## src/rtl/port_rd_sink_if.sv

```systemverilog
`timescale 1ns/1ps
// Switch read-port bundle: the sink pulses ready and the switch returns one packet.
interface port_rd_sink_if;
  logic        ready;
  logic        rd_sop;
  logic        rd_vld;
  logic [15:0] rd_data;
  logic        rd_eop;

  // Switch side drives the packet and receives the request.
  modport master (input ready, output rd_sop, output rd_vld, output rd_data, output rd_eop);
  modport slave (output ready, input rd_sop, input rd_vld, input rd_data, input rd_eop);
endinterface

```

## src/rtl/port_rd_sink.sv

```systemverilog
`timescale 1ns/1ps
// Per-port read-side consumer: requests one packet at a time, checks header, destination,
// length and payload, and keeps saturating packet/error counters.
module port_rd_sink #(
  parameter int unsigned PORT_ID       = 0,
  parameter int unsigned READY_GAP     = 16,
  parameter int unsigned SOP_TIMEOUT   = 4095,
  parameter int unsigned CHECK_PAYLOAD = 1
) (
  input  logic          clk,
  input  logic          rst_n,
  input  logic          enable,
  input  logic          clear,
  port_rd_sink_if.slave rd,
  output logic          busy,
  output logic [15:0]   pkt_cnt,
  output logic [15:0]   err_len_cnt,
  output logic [15:0]   err_dst_cnt,
  output logic [15:0]   err_data_cnt,
  output logic [15:0]   err_proto_cnt,
  output logic [2:0]    last_prio,
  output logic [8:0]    last_len,
  output logic          timeout
);

  localparam logic [15:0] GapMax = 16'(READY_GAP);
  localparam logic [15:0] ToMax  = 16'(SOP_TIMEOUT);
  localparam logic [3:0]  DstId  = 4'(PORT_ID);

  typedef enum logic [2:0] {StGap, StIdle, StWaitSop, StWaitHdr, StData} state_e;

  state_e      state_q, state_d;
  logic [15:0] gap_q, gap_d, to_cnt_q, to_cnt_d;
  logic [9:0]  pay_q, pay_d, pay_sat;
  logic        dst_err_q, dst_err_d, data_err_q, data_err_d;
  logic [8:0]  len_q, len_d;
  logic [2:0]  prio_q, prio_d;
  logic        timeout_q;
  logic [15:0] pkt_q, len_err_q, dst_cnt_q, data_cnt_q, proto_q;
  logic        rdy, start_pkt, take_hdr, set_to, word_bad;
  logic        inc_pkt, inc_len, inc_dst, inc_data, inc_proto;

  function automatic logic [15:0] sat_inc(input logic [15:0] v);
    return (v == 16'hFFFF) ? v : v + 16'd1;
  endfunction

  assign pay_sat  = (pay_q == 10'h3FF) ? pay_q : pay_q + 10'd1;
  assign word_bad = (CHECK_PAYLOAD != 0) && (rd.rd_data != {6'd0, pay_sat});

  always_comb begin
    state_d    = state_q;
    gap_d      = gap_q;
    to_cnt_d   = to_cnt_q;
    pay_d      = pay_q;
    dst_err_d  = dst_err_q;
    data_err_d = data_err_q;
    len_d      = len_q;
    prio_d     = prio_q;
    rdy        = 1'b0;
    start_pkt  = 1'b0;
    take_hdr   = 1'b0;
    set_to     = 1'b0;
    inc_pkt    = 1'b0;
    inc_len    = 1'b0;
    inc_dst    = 1'b0;
    inc_data   = 1'b0;
    inc_proto  = 1'b0;
    unique case (state_q)
      StGap: begin
        inc_proto = rd.rd_vld | rd.rd_eop;
        if (gap_q >= GapMax) state_d = StIdle;
        else                 gap_d   = gap_q + 16'd1;
      end
      StIdle: begin
        inc_proto = rd.rd_vld | rd.rd_eop;
        if (enable) begin
          rdy      = 1'b1;
          state_d  = StWaitSop;
          // to_cnt holds the number of the current WAIT_SOP cycle, starting at 1
          to_cnt_d = 16'd1;
          set_to   = (ToMax == 16'd1);
        end
      end
      StWaitSop: begin
        if (rd.rd_sop) begin
          start_pkt = 1'b1;
        end else begin
          inc_proto = rd.rd_vld | rd.rd_eop;
          if (to_cnt_q < ToMax) begin
            to_cnt_d = to_cnt_q + 16'd1;
            set_to   = (to_cnt_d == ToMax);
          end
        end
      end
      StWaitHdr: begin
        if (rd.rd_sop) begin
          inc_proto = 1'b1;
          start_pkt = 1'b1;
        end else if (rd.rd_eop) begin
          inc_proto = 1'b1;
          state_d   = StGap;
          gap_d     = 16'd1;
        end else if (rd.rd_vld) begin
          take_hdr = 1'b1;
        end
      end
      StData: begin
        if (rd.rd_sop) begin
          inc_proto = 1'b1;
          start_pkt = 1'b1;
        end else begin
          if (rd.rd_vld) begin
            pay_d = pay_sat;
            if (word_bad) data_err_d = 1'b1;
          end
          if (rd.rd_eop) begin
            inc_len  = ({1'b0, len_q} != pay_d);
            inc_dst  = dst_err_q;
            inc_data = data_err_d;
            inc_pkt  = !(inc_len | inc_dst | inc_data);
            state_d  = StGap;
            // The eop cycle counts as the first gap cycle
            gap_d    = 16'd1;
          end
        end
      end
      default: state_d = StGap;
    endcase
    if (start_pkt) begin
      pay_d      = '0;
      dst_err_d  = 1'b0;
      data_err_d = 1'b0;
      state_d    = StWaitHdr;
      take_hdr   = rd.rd_vld;
    end
    if (take_hdr) begin
      len_d     = rd.rd_data[15:7];
      prio_d    = rd.rd_data[6:4];
      dst_err_d = (rd.rd_data[3:0] != DstId);
      state_d   = StData;
    end
  end

  always_ff @(posedge clk or negedge rst_n) begin
    if (!rst_n) begin
      state_q    <= StGap;
      gap_q      <= '0;
      to_cnt_q   <= '0;
      pay_q      <= '0;
      dst_err_q  <= 1'b0;
      data_err_q <= 1'b0;
      len_q      <= '0;
      prio_q     <= '0;
    end else begin
      state_q    <= state_d;
      gap_q      <= gap_d;
      to_cnt_q   <= to_cnt_d;
      pay_q      <= pay_d;
      dst_err_q  <= dst_err_d;
      data_err_q <= data_err_d;
      len_q      <= len_d;
      prio_q     <= prio_d;
    end
  end

  always_ff @(posedge clk or negedge rst_n) begin
    if (!rst_n) begin
      pkt_q      <= '0;
      len_err_q  <= '0;
      dst_cnt_q  <= '0;
      data_cnt_q <= '0;
      proto_q    <= '0;
      timeout_q  <= 1'b0;
    end else if (clear) begin
      pkt_q      <= '0;
      len_err_q  <= '0;
      dst_cnt_q  <= '0;
      data_cnt_q <= '0;
      proto_q    <= '0;
      timeout_q  <= 1'b0;
    end else begin
      if (inc_pkt)   pkt_q      <= sat_inc(pkt_q);
      if (inc_len)   len_err_q  <= sat_inc(len_err_q);
      if (inc_dst)   dst_cnt_q  <= sat_inc(dst_cnt_q);
      if (inc_data)  data_cnt_q <= sat_inc(data_cnt_q);
      if (inc_proto) proto_q    <= sat_inc(proto_q);
      if (set_to)    timeout_q  <= 1'b1;
    end
  end

  assign rd.ready      = rdy;
  assign busy          = (state_q == StWaitSop) || (state_q == StWaitHdr) || (state_q == StData);
  assign pkt_cnt       = pkt_q;
  assign err_len_cnt   = len_err_q;
  assign err_dst_cnt   = dst_cnt_q;
  assign err_data_cnt  = data_cnt_q;
  assign err_proto_cnt = proto_q;
  assign last_prio     = prio_q;
  assign last_len      = len_q;
  assign timeout       = timeout_q;

endmodule

```

## src/flat_wrapper.sv

```systemverilog
// flat-port wrapper written by rule: the top's interface ports become plain ports
module port_rd_sink_flat 
#(
  parameter int unsigned PORT_ID       = 0,
  parameter int unsigned READY_GAP     = 16,
  parameter int unsigned SOP_TIMEOUT   = 4095,
  parameter int unsigned CHECK_PAYLOAD = 1
)
  (clk, rst_n, enable, clear, busy, pkt_cnt, err_len_cnt, err_dst_cnt, err_data_cnt, err_proto_cnt, last_prio, last_len, timeout, rd_ready, rd_rd_sop, rd_rd_vld, rd_rd_data, rd_rd_eop);
  port_rd_sink_if rd_i ();
  input  logic clk;
  input  logic rst_n;
  input  logic enable;
  input  logic clear;
  output logic busy;
  output logic [15:0] pkt_cnt;
  output logic [15:0] err_len_cnt;
  output logic [15:0] err_dst_cnt;
  output logic [15:0] err_data_cnt;
  output logic [15:0] err_proto_cnt;
  output logic [2:0] last_prio;
  output logic [8:0] last_len;
  output logic timeout;
  output wire logic [$bits(rd_i.ready)-1:0] rd_ready;
  input wire logic [$bits(rd_i.rd_sop)-1:0] rd_rd_sop;
  input wire logic [$bits(rd_i.rd_vld)-1:0] rd_rd_vld;
  input wire logic [$bits(rd_i.rd_data)-1:0] rd_rd_data;
  input wire logic [$bits(rd_i.rd_eop)-1:0] rd_rd_eop;
  assign rd_ready = rd_i.ready;
  assign rd_i.rd_sop = rd_rd_sop;
  assign rd_i.rd_vld = rd_rd_vld;
  assign rd_i.rd_data = rd_rd_data;
  assign rd_i.rd_eop = rd_rd_eop;
  port_rd_sink #(.PORT_ID(PORT_ID), .READY_GAP(READY_GAP), .SOP_TIMEOUT(SOP_TIMEOUT), .CHECK_PAYLOAD(CHECK_PAYLOAD)) u_core (.clk(clk), .rst_n(rst_n), .enable(enable), .clear(clear), .rd(rd_i), .busy(busy), .pkt_cnt(pkt_cnt), .err_len_cnt(err_len_cnt), .err_dst_cnt(err_dst_cnt), .err_data_cnt(err_data_cnt), .err_proto_cnt(err_proto_cnt), .last_prio(last_prio), .last_len(last_len), .timeout(timeout));
endmodule
```

## config.mk

```make
export PLATFORM = sky130hd
export DESIGN_NAME = port_rd_sink_flat
export DESIGN_NICKNAME = d
export VERILOG_FILES = /design/src/rtl/port_rd_sink_if.sv /design/src/rtl/port_rd_sink.sv /design/src/flat_wrapper.sv
export SDC_FILE = /design/constraint.sdc
export NUM_CORES = 1
export LEC_CHECK = 0
export ABC_CLOCK_PERIOD_IN_PS = 3600
export CAP_MARGIN = 20
export CORE_MARGIN = 2
export CORE_UTILIZATION = 40
export DETAILED_ROUTE_END_ITERATION = 8
export PLACE_DENSITY = 0.63
export REMOVE_ABC_BUFFERS = 1
export SETUP_SLACK_MARGIN = 0.1
export SYNTH_ARGS = -nofsm -noshare
export SYNTH_HDL_FRONTEND = slang
export SYNTH_SLANG_ARGS = --single-unit
```

## constraint.sdc

```tcl
create_clock -name clk -period 3.6 [get_ports clk]
set_input_delay 0.54 -clock clk [delete_from_list [all_inputs] [get_ports clk]]
set_output_delay 0.54 -clock clk [all_outputs]
set_load 0.01 [all_outputs]
```

==> Yosys cells after proc, flatten, opt, wreduce, memory -nomap -nowiden <==
Index checks and enable logic that the tools add are counted.
{ "op_classes": {"add_sub_neg": 8, "n_lt_le_gt_ge": 2, "eq_ne": 30, "mux": 76, "bitwise_logic": 3, "n_reduce_logical": 27} }
{ "ops": {"columns": ["operator", "count"], "rows": [
  ["$mux 16", 21],
  ["$add 16x1->16 const B", 7],
  ["$eq 16x16->1 const B", 5],
  ["$mux 10", 7],
  ["$pmux 16 s2", 2],
  ["$mux 1", 38],
  ["$reduce_bool 2->1", 10],
  ["$mux 3", 6],
  ["$ne 2x2->1 const B", 9],
  ["$eq 16x12->1 const B", 1],
  ["$ge 16x5->1 const B", 1],
  ["$lt 16x12->1 const B", 1],
  ["$ne 16x10->1", 1],
  ["$pmux 3 s4", 1],
  ["$reduce_and 2->1", 6],
  ["$add 10x1->10 const B", 1],
  ["$eq 10x10->1 const B", 1],
  ["$ne 9x10->1", 1],
  ["$ne 4x1->1 const B", 2],
  ["$ne 4x2->1 const B", 2],
  ["$reduce_and 4->1", 2],
  ["$eq 3x2->1 const B", 2],
  ["$ne 2x1->1 const B", 3],
  ["$reduce_and 5->1", 1],
  ["11 further kinds", 15]
]} }
{ "word_totals": {"ff_bits": 140, "in_bits": 23} }

==> Depth between registers and ports, before layout <==
{ "logic_depth": {"depth_word": 14, "mapped_depth": 13, "mapped_depth_nobuf": 9} }

==> Least setup slack after synthesis <==
OpenSTA, ideal clock, no wires.
{ "synth_timing": {"path_type": "in2reg", "from": "in rd_rd_data[11]", "to": "reg u_core.pkt_q[8] (netlist: u_core.pkt_cnt[8])", "arrival_time_ns": 2.945, "required_time_ns": 3.475, "slack_ns": 0.530, "cell_stages": 8, "cell_sequence": "or4_1 > a2111oi_2 > o311ai_1 > nor4b_2 > nand4_2 > a211oi_4 > nor4b_2 > mux2_2"} }
{ "synth_via": {"elab_chain_cells": 12} }
{ "synth_rtl": {"columns": ["item", "line_no", "source"], "rows": [
  ["from (decl)", "flat_wrapper.sv:27", "input wire logic [$bits(rd_i.rd_data)-1:0] rd_rd_data;"],
  ["$ne 16x10->1", "port_rd_sink.sv:48", "assign word_bad = (CHECK_PAYLOAD != 0) && (rd.rd_data != {6'd0, pay_sat});"],
  ["$mux 1", "port_rd_sink.sv:114", "if (word_bad) data_err_d = 1'b1;"],
  ["$mux 1", "port_rd_sink.sv:112", "if (rd.rd_vld) begin"],
  ["$mux 1", "port_rd_sink.sv:108", "if (rd.rd_sop) begin"],
  ["$mux 1", "port_rd_sink.sv:68", "unique case (state_q)"],
  ["$or 1x1->1", "port_rd_sink.sv:120", "inc_pkt = !(inc_len | inc_dst | inc_data);"],
  ["$logic_not 1->1", "port_rd_sink.sv:120", null],
  ["$mux 1", "port_rd_sink.sv:116", "if (rd.rd_eop) begin"],
  ["$mux 1", "port_rd_sink.sv:108", null],
  ["$mux 1", "port_rd_sink.sv:68", null],
  ["$reduce_bool 2->1 (no line)", null, null],
  ["$reduce_and 2->1 (no line)", null, null],
  ["to (signal assigned)", "port_rd_sink.sv:182", "if (inc_pkt) pkt_q <= sat_inc(pkt_q);"],
  ["to (decl)", "port_rd_sink.sv:39", "logic [15:0] pkt_q, len_err_q, dst_cnt_q, data_cnt_q, proto_q;"]
]} }
Every way passes these cells. The select of a mux whose other input is x is not followed.
A chain may end at the register's enable or synchronous reset.

==> Worst setup path after layout <==
{ "layout_timing": {"from": "reg u_core.pay_q[3]", "to": "reg u_core.pkt_q[10] (netlist: u_core.pkt_cnt[10])"} }
{ "layout_via": {"elab_chain_cells": 14} }
{ "layout_rtl": {"columns": ["item", "line_no", "source"], "rows": [
  ["from (decl)", "port_rd_sink.sv:34", "logic [9:0] pay_q, pay_d, pay_sat;"],
  ["from (signal assigned)", "port_rd_sink.sv:158", "pay_q <= pay_d;"],
  ["$add 10x1->10 or $eq 10x10->1 (tied branches)", "port_rd_sink.sv:47", "assign pay_sat = (pay_q == 10'h3FF) ? pay_q : pay_q + 10'd1;"],
  ["$mux 10", "port_rd_sink.sv:47", null],
  ["$ne 16x10->1 or $mux 10 (tied branches)", "port_rd_sink.sv:48, port_rd_sink.sv:112", null],
  ["$mux 1 or $mux 10 (tied branches)", "port_rd_sink.sv:114, port_rd_sink.sv:108", null],
  ["$mux 1 or $mux 10 (tied branches)", "port_rd_sink.sv:112, port_rd_sink.sv:68", null],
  ["$mux 1 or $ne 9x10->1 (tied branches)", "port_rd_sink.sv:108, port_rd_sink.sv:117", null],
  ["$mux 1 or $or 1x1->1 (tied branches)", "port_rd_sink.sv:68, port_rd_sink.sv:120", null],
  ["$or 1x1->1 (*)", "port_rd_sink.sv:120", null],
  ["$logic_not 1->1 (*)", "port_rd_sink.sv:120", null],
  ["$mux 1 (*)", "port_rd_sink.sv:116", null],
  ["$mux 1 (*)", "port_rd_sink.sv:108", null],
  ["$mux 1 (*)", "port_rd_sink.sv:68", null],
  ["$reduce_bool 2->1 (no line) (*)", null, null],
  ["$reduce_and 2->1 (no line) (*)", null, null]
]} }
Every way passes the cells marked *; elsewhere a longest branch is shown, timed or not. The select of a mux whose other input is x is not followed.

==> run summary <==
Distinct cells, synth = 66
status = completed
CP Max Fanout = 12
Mean Syn Cell Area = 8.94 um^2
fill count = 1843
Post-synth EDFFs = 0
Reg2Reg Setup Slack = 290 ps
ys async rst share = 1.00
Residual DRC = 0
postcts setup bufs = 0
gate count after technology mapping = 891
Die Height = 145 um
Finished Layout Cells = 1297
Critical-path top delay cell = dfrtp_1
TritonRoute pass-1 iters = 5
Seq. cell area = 3500 um^2
Num CTS Buffers = 17
area occupied by multi-input gates = 4160 um^2
total track usage = 0.201
routed wire length = 20900 um
CTS tree = yes
Hold WC Path Type = in2async
worst r2r path cells = 9
critical path launch point type = register
synthesized area = 7970 um^2
via count = 7189
grt total ovfl = 0
RSZ-0062 raised after global routing = no
Worst-path clk slew = 60 ps
row count = 51
clk_skew = 12.4 ps
max-cap violations = 0
CP Capture Type = register
CP max stage delay = 540 ps
Max Slew Vio Count = 0
Hold Violations, Final = 0
crit path DAT = 3620 ps
synth warn = 0
Max VDD drop = 0.000371 V
clk buf depth = 2
H-tree Lvls = 4
family with the most delay on the worst path = simple AND/OR/NAND/NOR gates
WP data required = 3910 ps
Worst-Skew Late Latency = 420 ps
RR Endpoint = u_core.pkt_cnt[10]
die width = 145 um
Leak = 0.00418 uW
nets = 1052
hold buffers post-CTS = 0
# diodes = 0
fin crit period = 3310 ps
DRT antenna net count = 0
vias per cell = 5.54
initial antenna violation count = 0
reg2reg start = u_core.pay_q[3]
die area = 21100 um^2
main flop type after synthesis = dfrtp_1
largest net degree at the start of global routing = 65
I/O pin total = 118
power per cell area = 494 nW/um^2
fmax = 0.302 GHz
Critical Path Stages = 9
initial DRC count = 540
WS Path Type = reg2reg
IO Port Bufs = 117
Clock Tree Root = clkbuf_16
Starting Density = 0.408
global-route wire length before repair = 35000 um
detailed-placement wirelength estimate = 14900 um
WP buf/inv = 1
Core Util, Final = 0.521
# setup viols final = 0
Worst Max-Slew Pin Slew = 860 ps
crit-path cells = nand4_1, nor4_1, mux2_2, a2111oi_0, nand4_1, a211oi_4, buf_4, nand4_1, mux2_2
Final Cycle Share = 0.919
relative slew slack = 0.426
layout cells sized above 1 = 0.108
Core Footprint = 19500 um^2
number of global-route vias before repair = 6641
Routed wire per std cell = 16.1 um
placer congestion estimate = 0.891
FF+latch count, synth = 140
CTS sink cnt = 140
Area Growth Syn to Fin = 27.8%
post-synthesis sequential area ratio = 0.440
cell mode on critical path = nand4_1
# placed instances = 1265
==> flip-flops by register name (all words and copies together), names as in the netlist <==
name / count
u_core.data_err_q: 1
u_core.err_data_cnt: 16
u_core.err_dst_cnt: 16
u_core.last_len: 9
u_core.last_prio: 3
u_core.gap_q: 16
u_core.err_len_cnt: 16
u_core.dst_err_q: 1
u_core.timeout: 1
u_core.pay_q: 10
u_core.state_q: 3
u_core.pkt_cnt: 16
u_core.to_cnt_q: 16
u_core.err_proto_cnt: 16
==> how the worst max path moves through the flow <==
stage	endpoint	startpoint	slack (ps)
4_1_cts	u_core.pkt_cnt[10]	u_core.pay_q[0]	220
5_1_grt	u_core.pkt_cnt[10]	u_core.pay_q[3]	140
3_5_place_dp	u_core.pkt_cnt[10]	rd_rd_data[11]	-110
2_1_floorplan	u_core.pkt_cnt[8]	u_core.pay_q[4]	-270
6_report	u_core.pkt_cnt[10]	u_core.pay_q[3]	290
3_3_place_gp	u_core.pkt_cnt[10]	rd_rd_data[11]	-70
==> cells in the final DEF (no fill, tap or decap), drive strengths merged, types with 3 or more instances in the layout <==
master and n:
dfrtp 140, clkdlybuf4s50 115, nor2 109, nand2 68, o21ai 58, a21oi 48, buf 46, nand3 43
nand4 34, xor2 33, and3 28, inv 27, xnor2 25, mux2 20, clkbuf 19, nor3 18
or3 18, a31oi 16, nor2b 13, nor4 13, o31ai 13, and4 12, and2 11, ha 10
mux2i 8, or4 8, a211oi 7, a21o 5, a311oi 5, nand2b 4, or2 4, clkinv 4
a211o 3, o211ai 3, o22ai 3, nand3b 3, a22oi 3, nor4b 3, o311ai 3, a2111oi 3
==> report_power, final <==
group / internal (uW) / leakage, uW / switching [uW]
Combinational: 601 / 0.00197 / 686
Clock: 1070 / 0.000293 / 744
Sequential: 1730 / 0.00191 / 192
Total: 3400 / 0.00418 / 1620
==> cells in the mapped netlist, types with 11 or more instances <==
cell / instances / area, um^2
dfrtp_1: 140 / 3500
nor2_1: 109 / 409
nand2_1: 68 / 255
o21ai_0: 57 / 285
a21oi_1: 48 / 240
nand3_1: 43 / 215
clkbuf_1: 34 / 128
nand4_1: 33 / 206
xor2_1: 33 / 289
and3_1: 28 / 175
xnor2_1: 25 / 219
inv_1: 21 / 78.8
nor3_1: 18 / 90.1
or3_1: 18 / 113
a31oi_1: 16 / 100
mux2_2: 16 / 180
buf_2: 15 / 75.1
nor2b_1: 13 / 81.3
nor4_1: 13 / 81.3
o31ai_1: 13 / 97.6
and4_1: 12 / 105
and2_1: 11 / 68.8
==> final cells by class <==
class / instances / share of cell area
Multi-Input combinational cell: 677 / 0.408
Sequential cell: 140 / 0.344
Timing Repair Buffer: 161 / 0.147
Clock buffer: 19 / 0.0445
Tap cell: 265 / 0.0326
Clock inverter: 13 / 0.0150
Inverter: 22 / 0.00811
==> layer usage <==
| metal | up-vias | wire length, um | global-route usage |
|---|---|---|---|
| li1 | 3487 | - | - |
| met1 | 3489 | 10000 | 0.286 |
| met2 | 185 | 9590 | 0.310 |
| met3 | 28 | 946 | 0.0403 |
| met4 | 0 | 342 | 0.0598 |
| met5 | - | 0 | 0 |
==> per-stage QoR <==
stage	setup TNS [ps]	worst slack (ps)	total power [uW]	cell area (um^2)	hold slack, ps
5_1_grt	0	135	5310	10200	160
4_1_cts	0	219	5060	10200	128
3_3_place_gp	-345	-71.8	3210	9570	466
3_5_place_dp	-663	-114	3230	9570	475
2_1_floorplan	-779	-272	2650	7740	244
6_report	0	291	5020	10200	93.5
==> cell families after synthesis <==
kind of cell,count (synthesis),synth area share
muxes,28,0.0383
and+or+nand+nor,391,0.251
xor gates and xnor gates,58,0.0638
AOI/OAI and AO/OA,190,0.152
buffers and inverters,74,0.0391
DFF,140,0.440
adders and majority gates,10,0.0157
==> worst register-to-register path: stages (launching register included) <==
cell and delay [ps]:
dfrtp_1 540, nand4_1 290, nor4_1 340, mux2_2 400, a2111oi_0 360, nand4_1 270
a211oi_4 350, buf_4 250, nand4_1 120, mux2_2 280
==> timing repair <==
action / CTS / global route
endpoints found under the setup margin: 0 / 11
gates resized for setup: 0 / 3
hold endpoints to repair: 0 / 0
(Power assumes the default switching activity.)
